[config.mk]
export PLATFORM = sky130hd
export DESIGN_NAME = sync_fifo_param
export DESIGN_NICKNAME = d
export VERILOG_FILES = /design/src/rtl/fifo_pkg.sv /design/src/rtl/fifo_mem.sv /design/src/rtl/sync_fifo_param.sv
export SDC_FILE = /design/constraint.sdc
export NUM_CORES = 1
export LEC_CHECK = 0
export CAP_MARGIN = 20
export CORE_MARGIN = 1.5
export CORE_UTILIZATION = 40
export DETAILED_ROUTE_END_ITERATION = 12
export GPL_ROUTABILITY_DRIVEN = 0
export GPL_TIMING_DRIVEN = 0
export HOLD_SLACK_MARGIN = 0.15
export PLACE_DENSITY = 0.68
export SLEW_MARGIN = 20
export SYNTH_ARGS = -nofsm -noshare
export SYNTH_HDL_FRONTEND = slang
export SYNTH_SLANG_ARGS = --single-unit
export TNS_END_PERCENT = 20
[constraint.sdc]
create_clock -name clk -period 3.2 [get_ports clk]
set_input_delay 0.8 -clock clk [delete_from_list [all_inputs] [get_ports clk]]
set_output_delay 0.8 -clock clk [all_outputs]
set_load 0.01 [all_outputs]
[src/rtl/fifo_pkg.sv]
// Shared constants and helpers for the parametrised synchronous FIFO.
package fifo_pkg;

  localparam int unsigned FIFO_STD  = 0;
  localparam int unsigned FIFO_FWFT = 1;

  // Ceiling log2, usable in constant expressions.
  function automatic int unsigned clog2(input int unsigned value);
    int unsigned result;
    result = 0;
    while ((32'd1 << result) < value) result = result + 1;
    return result;
  endfunction

endpackage

[src/rtl/fifo_mem.sv]
// DEPTH x DATA_W register array: synchronous write, asynchronous read.
module fifo_mem #(
  parameter int unsigned DATA_W = 8,
  parameter int unsigned DEPTH  = 16,
  parameter int unsigned AW     = 4
) (
  input  logic              clk,
  input  logic              we,
  input  logic [AW-1:0]     waddr,
  input  logic [DATA_W-1:0] wdata,
  input  logic [AW-1:0]     raddr,
  output logic [DATA_W-1:0] rdata
);

  logic [DATA_W-1:0] mem [DEPTH];

  always_ff @(posedge clk) begin
    if (we) mem[waddr] <= wdata;
  end

  assign rdata = mem[raddr];

endmodule

[src/rtl/sync_fifo_param.sv]
// Single-clock FIFO with occupancy count, threshold flags, sticky error
// flags and a choice of registered or first-word-fall-through read.
module sync_fifo_param
  import fifo_pkg::*;
#(
  parameter int unsigned DATA_W    = 8,
  parameter int unsigned DEPTH     = 16,
  parameter int unsigned AF_THRESH = 14,
  parameter int unsigned AE_THRESH = 2,
  parameter int unsigned FWFT      = 0
) (
  input  logic                     clk,
  input  logic                     rst,
  input  logic [DATA_W-1:0]        datain,
  input  logic                     w_en,
  input  logic                     r_en,
  input  logic                     clr_err,
  output logic [DATA_W-1:0]        dataout,
  output logic                     rd_valid,
  output logic                     full,
  output logic                     empty,
  output logic                     almost_full,
  output logic                     almost_empty,
  output logic [clog2(DEPTH):0]    count,
  output logic                     overflow,
  output logic                     underflow
);

  localparam int unsigned AW = clog2(DEPTH);
  localparam int unsigned CW = AW + 1;

  if ((DEPTH < 4) || ((DEPTH & (DEPTH - 1)) != 0)) begin : g_bad_depth
    $error("sync_fifo_param: DEPTH must be a power of 2 and at least 4");
  end
  if ((AE_THRESH >= AF_THRESH) || (AF_THRESH > DEPTH)) begin : g_bad_thresh
    $error("sync_fifo_param: need 0 <= AE_THRESH < AF_THRESH <= DEPTH");
  end
  if (FWFT > FIFO_FWFT) begin : g_bad_mode
    $error("sync_fifo_param: FWFT must be 0 or 1");
  end

  logic [AW:0]       w_ptr;
  logic [AW:0]       r_ptr;
  logic              wr_acc;
  logic              rd_acc;
  logic [DATA_W-1:0] mem_rdata;

  // Status decoded from registered pointers; the MSB disambiguates full/empty.
  assign full         = (w_ptr[AW] != r_ptr[AW]) && (w_ptr[AW-1:0] == r_ptr[AW-1:0]);
  assign empty        = (w_ptr == r_ptr);
  assign count        = w_ptr - r_ptr;
  assign almost_full  = (count >= CW'(AF_THRESH));
  assign almost_empty = (count <= CW'(AE_THRESH));

  assign wr_acc = w_en && !full;
  assign rd_acc = r_en && !empty;

  always_ff @(posedge clk) begin
    if (rst) begin
      w_ptr <= '0;
      r_ptr <= '0;
    end else begin
      if (wr_acc) w_ptr <= w_ptr + CW'(1);
      if (rd_acc) r_ptr <= r_ptr + CW'(1);
    end
  end

  // Sticky errors: a new set in the same cycle takes priority over clr_err.
  always_ff @(posedge clk) begin
    if (rst) begin
      overflow  <= 1'b0;
      underflow <= 1'b0;
    end else begin
      if (w_en && full)  overflow <= 1'b1;
      else if (clr_err)  overflow <= 1'b0;
      if (r_en && empty) underflow <= 1'b1;
      else if (clr_err)  underflow <= 1'b0;
    end
  end

  fifo_mem #(
    .DATA_W (DATA_W),
    .DEPTH  (DEPTH),
    .AW     (AW)
  ) u_mem (
    .clk   (clk),
    .we    (wr_acc && !rst),
    .waddr (w_ptr[AW-1:0]),
    .wdata (datain),
    .raddr (r_ptr[AW-1:0]),
    .rdata (mem_rdata)
  );

  if (FWFT == FIFO_FWFT) begin : g_fwft
    assign dataout  = empty ? '0 : mem_rdata;
    assign rd_valid = !empty;
  end else begin : g_std
    logic [DATA_W-1:0] dout_q;
    logic              vld_q;

    always_ff @(posedge clk) begin
      if (rst) begin
        dout_q <= '0;
        vld_q  <= 1'b0;
      end else begin
        vld_q <= rd_acc;
        if (rd_acc) dout_q <= mem_rdata;
      end
    end

    assign dataout  = dout_q;
    assign rd_valid = vld_q;
  end

endmodule

# --- After elaboration in Yosys (flattened, before gate mapping) ---
# Memory sizes are Yosys's and may differ from the RTL's. A register that Yosys moved wholly into a read port is not among the register bits.
# Index checks and enable logic that the tools add are counted.
totals:
  register_bits: 13
  ramBits: 128
  word_cells: 30
  mem_count: 1
classes:
  addsub: 3
  magnitude_cmp: 2
  eq_ne: 3
  n_mux: 5
  reduce_logical: 11
mem_list:
  columns: ["name", "words", "width", "read_ports", "rd_ports_with_merged_regs", "wr", "line_no", "source"]
  rows:
  - ["u_mem.mem", 16, 8, 1, 1, 1, "fifo_mem.sv:15", "logic [DATA_W-1:0] mem [DEPTH];"]
ops:
  columns: ["op", "n"]
  rows:
  - ["adder 5 x 1 -> 5 bit, second input constant", 2]
  - ["logical AND 1 bit", 6]
  - ["equality test 5 bit", 1]
  - ["greater-or-equal comparator 5 x 4 -> 1 bit, second input constant", 1]
  - ["<= comparator 5 x 2 -> 1 bit, second input constant", 1]
  - ["2-to-1 mux 1 bit", 5]
  - ["subtractor 5 bit", 1]
  - ["equality test 4 bit", 1]
  - ["nonzero test 2 bit", 2]
  - ["logical NOT 1 bit", 3]
  - ["inequality test 1 bit", 1]

# --- Logic depth before layout (Yosys ltp) ---
depth:
  word_depth: 7
  mapped_depth: 9
  mapped_depth_nobuf: 8

# --- Modules after synthesis ---
# From an unflattened synthesis, not the netlist that was laid out.
hier_totals:
  hier_cells: 329
  area_unflattened_um2: 5999.5
modules_own_cells:
  columns: ["mod", "instances", "cells_each", "area_per_inst_um2", "seq_area_each_um2"]
  rows:
  - ["fifo_mem", 1, 221, 4987.3, 3843.7]
  - ["sync_fifo_param", 1, 108, 1012.2, 420.4]

# --- Worst setup path before layout ---
# No wires, ideal clock.
synth_timing:
  path_type: "reg2reg"
  start: "register r_ptr[2]"
  end: "memory u_mem.mem[3][0] (enable)"
  setup_ps: 383
  arrival_ps: 2656
  required_ps: 2817
  path_slack_ps: 161
  path_stages_with_launch: 10
  n_path_buf: 3
  path_cell_list: "dfxtp_1 -> buf_2 -> clkbuf_1 -> inv_1 -> ha_1 -> and4_1 -> clkbuf_1 -> a211oi_1 -> nand2_1 -> nor3_1"
synth_via:
  elab_chain_cells: 7
synth_lines:
  columns: ["element", "line_no", "source"]
  rows:
  - ["from (decl)", "sync_fifo_param.sv:43", "logic [AW:0] r_ptr;"]
  - ["from (signal assigned)", "sync_fifo_param.sv:64", "if (rd_acc) r_ptr <= r_ptr + CW'(1);"]
  - ["equality test 4 bit", "sync_fifo_param.sv:49", "assign full = (w_ptr[AW] != r_ptr[AW]) && (w_ptr[AW-1:0] == r_ptr[AW-1:0]);"]
  - ["logical AND 1 bit", "sync_fifo_param.sv:49", null]
  - ["logical NOT 1 bit", "sync_fifo_param.sv:55", "assign wr_acc = w_en && !full;"]
  - ["logical AND 1 bit", "sync_fifo_param.sv:55", null]
  - ["logical AND 1 bit", "sync_fifo_param.sv:87", ".we (wr_acc && !rst),"]
  - ["2-to-1 mux 1 bit", "fifo_mem.sv:18", "if (we) mem[waddr] <= wdata;"]
  - ["2-to-1 mux 1 bit (not written as such)", "fifo_mem.sv:18", null]
  - ["to (decl)", "fifo_mem.sv:15", null]
# Every way passes these cells.

# --- Worst setup path after layout ---
layout_timing:
  start: "register r_ptr[1]"
  end: "output port almost_full"
layout_via:
  elab_chain_cells: 2
layout_lines:
  columns: ["element", "line_no", "source"]
  rows:
  - ["subtractor 5 bit", "sync_fifo_param.sv:51", "assign count = w_ptr - r_ptr;"]
  - ["greater-or-equal comparator 5 x 4 -> 1 bit", "sync_fifo_param.sv:52", "assign almost_full = (count >= CW'(AF_THRESH));"]
  - ["to (decl)", "sync_fifo_param.sv:22", "output logic almost_full,"]
# Every way passes these cells.

==> run metrics <==
die height=around 130 um; syn nets=about 400; DP HPWL=8.50 mm; total die area=15900 um2; Final setup viols=1; RSZ-0062 raised after global routing=true; area of the core=14600 um2; crit path cell chain=buf_12, inv_2, ha_1, nor2b_1, o21a_1, or3_1, a41o_1, dlygate4sd2_1; max_cap viols=0; DR WL/cell=between 15 and 20 um; Synth Flop Type=edfxtp_1; drc violations=0; cell area after synthesis=6050 um2; initial core utilization=approximately 41%; H-Tree Depth=4; TritonCTS Buffers=17; Hold Startpoint=dataout[6]; outcome=finished with violations; I/O pin count=33; CTS tree=yes; Tightest Pin Transition=753 ps; maximum vdd drop=0.394 mV; worst r2r src=r_ptr[3]; Clock Latency Late Sink=420 ps; metal3 WL=a little under 700 um; WL final=12.7 mm; CP peak stage delay=between 300 and 400 ps; final hold slack=520 ps; initial antenna violation count=0; async set-reset flop share out of synthesis=0%; Yosys reg bits=between 100 and 150; WL met2=5.84 mm; HP Class=reg2reg; WP data required=2400 ps; largest net degree at the start of global routing=19; Tot GR Track Use=17.0%; critical path depth=8; grt total ovfl=0; Period Utilization, post-route=100%; NetSw=0.00114 W; clock tree root driver cell=clkbuf_16; Switching Fraction=a little under a quarter; hold_buf cts=0; Synth Area per Inst=about 16 um2; Worst Setup SP=r_ptr[1]; P_leak=2.30 nW; CTS Buffer Depth=2; Die W=126 um; final-report hold violation count=0; number of global-route vias before repair=about 3.5k; f_max=312 MHz; final worst setup slack=-1.65 ps; max layer used=met4; pwr/cell area=668 nW/um2; Mapped Cells=389; Post-synth EDFFs=128; sequential share of the synthesized area=70.4%; Period minus WS final=3200 ps; Slowest-stage cell, CP=dfxtp_4; input/output buffers=32; Crit. End Element=primary output; Layout area overhead=21.2%; DRT antenna net count=0; worst path buffer plus inverter count=3; internal power=0.00376 W; number of clock sinks=149; Reg2Reg Depth=8; Largest delay share family, worst path=simple AND/OR/NAND/NOR gates; nature of the critical path startpoint=flip-flop; share of cells above drive strength 1=17.6%; Worst-path clk slew=roughly 60 ps; Flop pwr share=roughly 45%; Rows=44; Critical Path Fanout Max=3; M1 wire length=5.73 mm; Vias/cell=5.41; fill count=1217; Initial DRC Count=230; Slew headroom=49.7%; Pwr Total=0.00490 W; Nets=465; failing checks=negative setup slack; Setup CP Type=reg2out; Slew Limit Fails=0; Hold Path Cell Cnt=2; Yosys warning count=0; Worst Path Arrival=2400 ps; clock skew=10.0 ps; part of the power in the clock network=40.8%; first-pass GRT wire length=19.5 mm; number of diodes=0; DRT Pass-1 Iters=7; synth unique cells=39; via count=3456; dpl ws=-735 ps; combinational power share=14.5%
cells in the final DEF, fill, tap and decap left out, types with 4 or more instances in the layout:
cell / count
edfxtp_1: 128
mux2i_1: 49
clkdlybuf4s50_1: 28
nor2_1: 23
clkbuf_16: 17
dfxtp_1: 17
o22ai_1: 16
o21ai_0: 11
nor2_2: 11
a211oi_1: 11
clkbuf_1: 9
xnor2_1: 8
inv_1: 8
mux4_2: 8
a221oi_1: 8
nor3_1: 8
ha_1: 8
nand2_1: 7
buf_4: 7
buf_2: 6
clkbuf_8: 6
a21oi_1: 5
nor2b_1: 4
registers in the layout, summed over array words and instances, names as in the netlist:
signal	flops
w_ptr	5
u_mem.mem	128
overflow	1
dataout	8
underflow	1
rd_valid	1
r_ptr	5
worst paths after layout:
path	to	slack (ps)
worst max register to register	u_mem.mem[6][5]	300
worst max-delay path	almost_full	-2
worst min-delay path	dataout[6]	520
worst min register to register	dataout[6]	520
kinds of logic after synthesis:
kind of cell    after synthesis  synth area share (%)
xor+xnor                     11                  1.72
fa+ha+maj                    10                  2.19
compound gates               61                  6.94
simple gates                 71                  5.46
buf+inv                      30                  2.19
flops                       149                  70.4
mux                          57                  11.1
repair_timing:
item	4_1_cts	5_1_grt
resized for setup	27	11
buffers inserted	5	0
pin swaps	3	0
hold endpoints to repair	0	0
setup endpoints to repair	136	133
cell type report:
type	instances	area [um2]	area share, %
buffer	17	97.6	1.33
clock buffer	25	515	7.02
clock inverter	7	92.6	1.26
inverter	10	37.5	0.512
multi-input combinational	210	1740	23.8
sequential	149	4270	58.2
tap	184	230	3.14
timing repair buffer	37	349	4.76
synthesized netlist by cell type, types with 2 or more instances:
library cell  instances  area share [%]
mux2i_1              49             8.1
buf_2                 7            0.58
a211oi_1             12             1.5
dfxtp_1              21             6.9
and2_1                2            0.21
buf_4                 3            0.37
nor2_1               34             2.1
a21oi_1               5            0.41
edfxtp_1            128              63
o21ai_0              11            0.91
xnor2_1               8             1.2
ha_1                  9             1.9
o22ai_1              16             1.7
nand2_1               7            0.43
inv_1                10            0.62
clkbuf_1              9            0.56
a21o_1                2            0.25
nand3_1               3            0.25
nor3_1               12            0.99
nor2b_1               4            0.41
a221oi_1              8             1.2
or3_1                 2            0.21
mux4_2                8             3.0
nand3b_1              2            0.25
nand2b_1              2            0.21
xor2_1                2            0.29
worst register-to-register path: stages (launching register included):
cell	delay, ps
dfxtp_1	300
clkbuf_4	220
inv_1	90
ha_1	360
and4_1	210
clkbuf_1	170
a211oi_2	390
nand2_1	220
nor2_1	560
per-stage QoR:
step | utilization, % | setup TNS [ps] | area [um2] | cells
6_report | 50.1 | -1.65 | 7340 | 639
3_3_place_gp | 45.1 | -60950 | 6610 | 605
2_1_floorplan | - | 0 | 6050 | 389
5_1_grt | 50.1 | -199 | 7340 | 639
3_5_place_dp | 45.2 | -64130 | 6620 | 605
4_1_cts | 49.8 | -1390 | 7300 | 639
power by group through the flow:
| stage | sequential [W] | combinational [W] | clock, W |
|---|---|---|---|
| 2_1_floorplan | 0.00223 | 0.000400 | 0 |
| 3_3_place_gp | 0.00223 | 0.000690 | 0 |
| 3_5_place_dp | 0.00223 | 0.000701 | 0 |
| 4_1_cts | 0.00219 | 0.000711 | 0.00202 |
| 5_1_grt | 0.00220 | 0.000770 | 0.00210 |
| 6_report | 0.00219 | 0.000711 | 0.00200 |
layer usage:
layer / track usage [%] / vias up
met5: 0 / -
met4: 9.80 / 0
met3: 4.67 / 26
met2: 26.1 / 101
met1: 22.0 / 1707
li1: - / 1622
(Power assumes the default switching activity.)
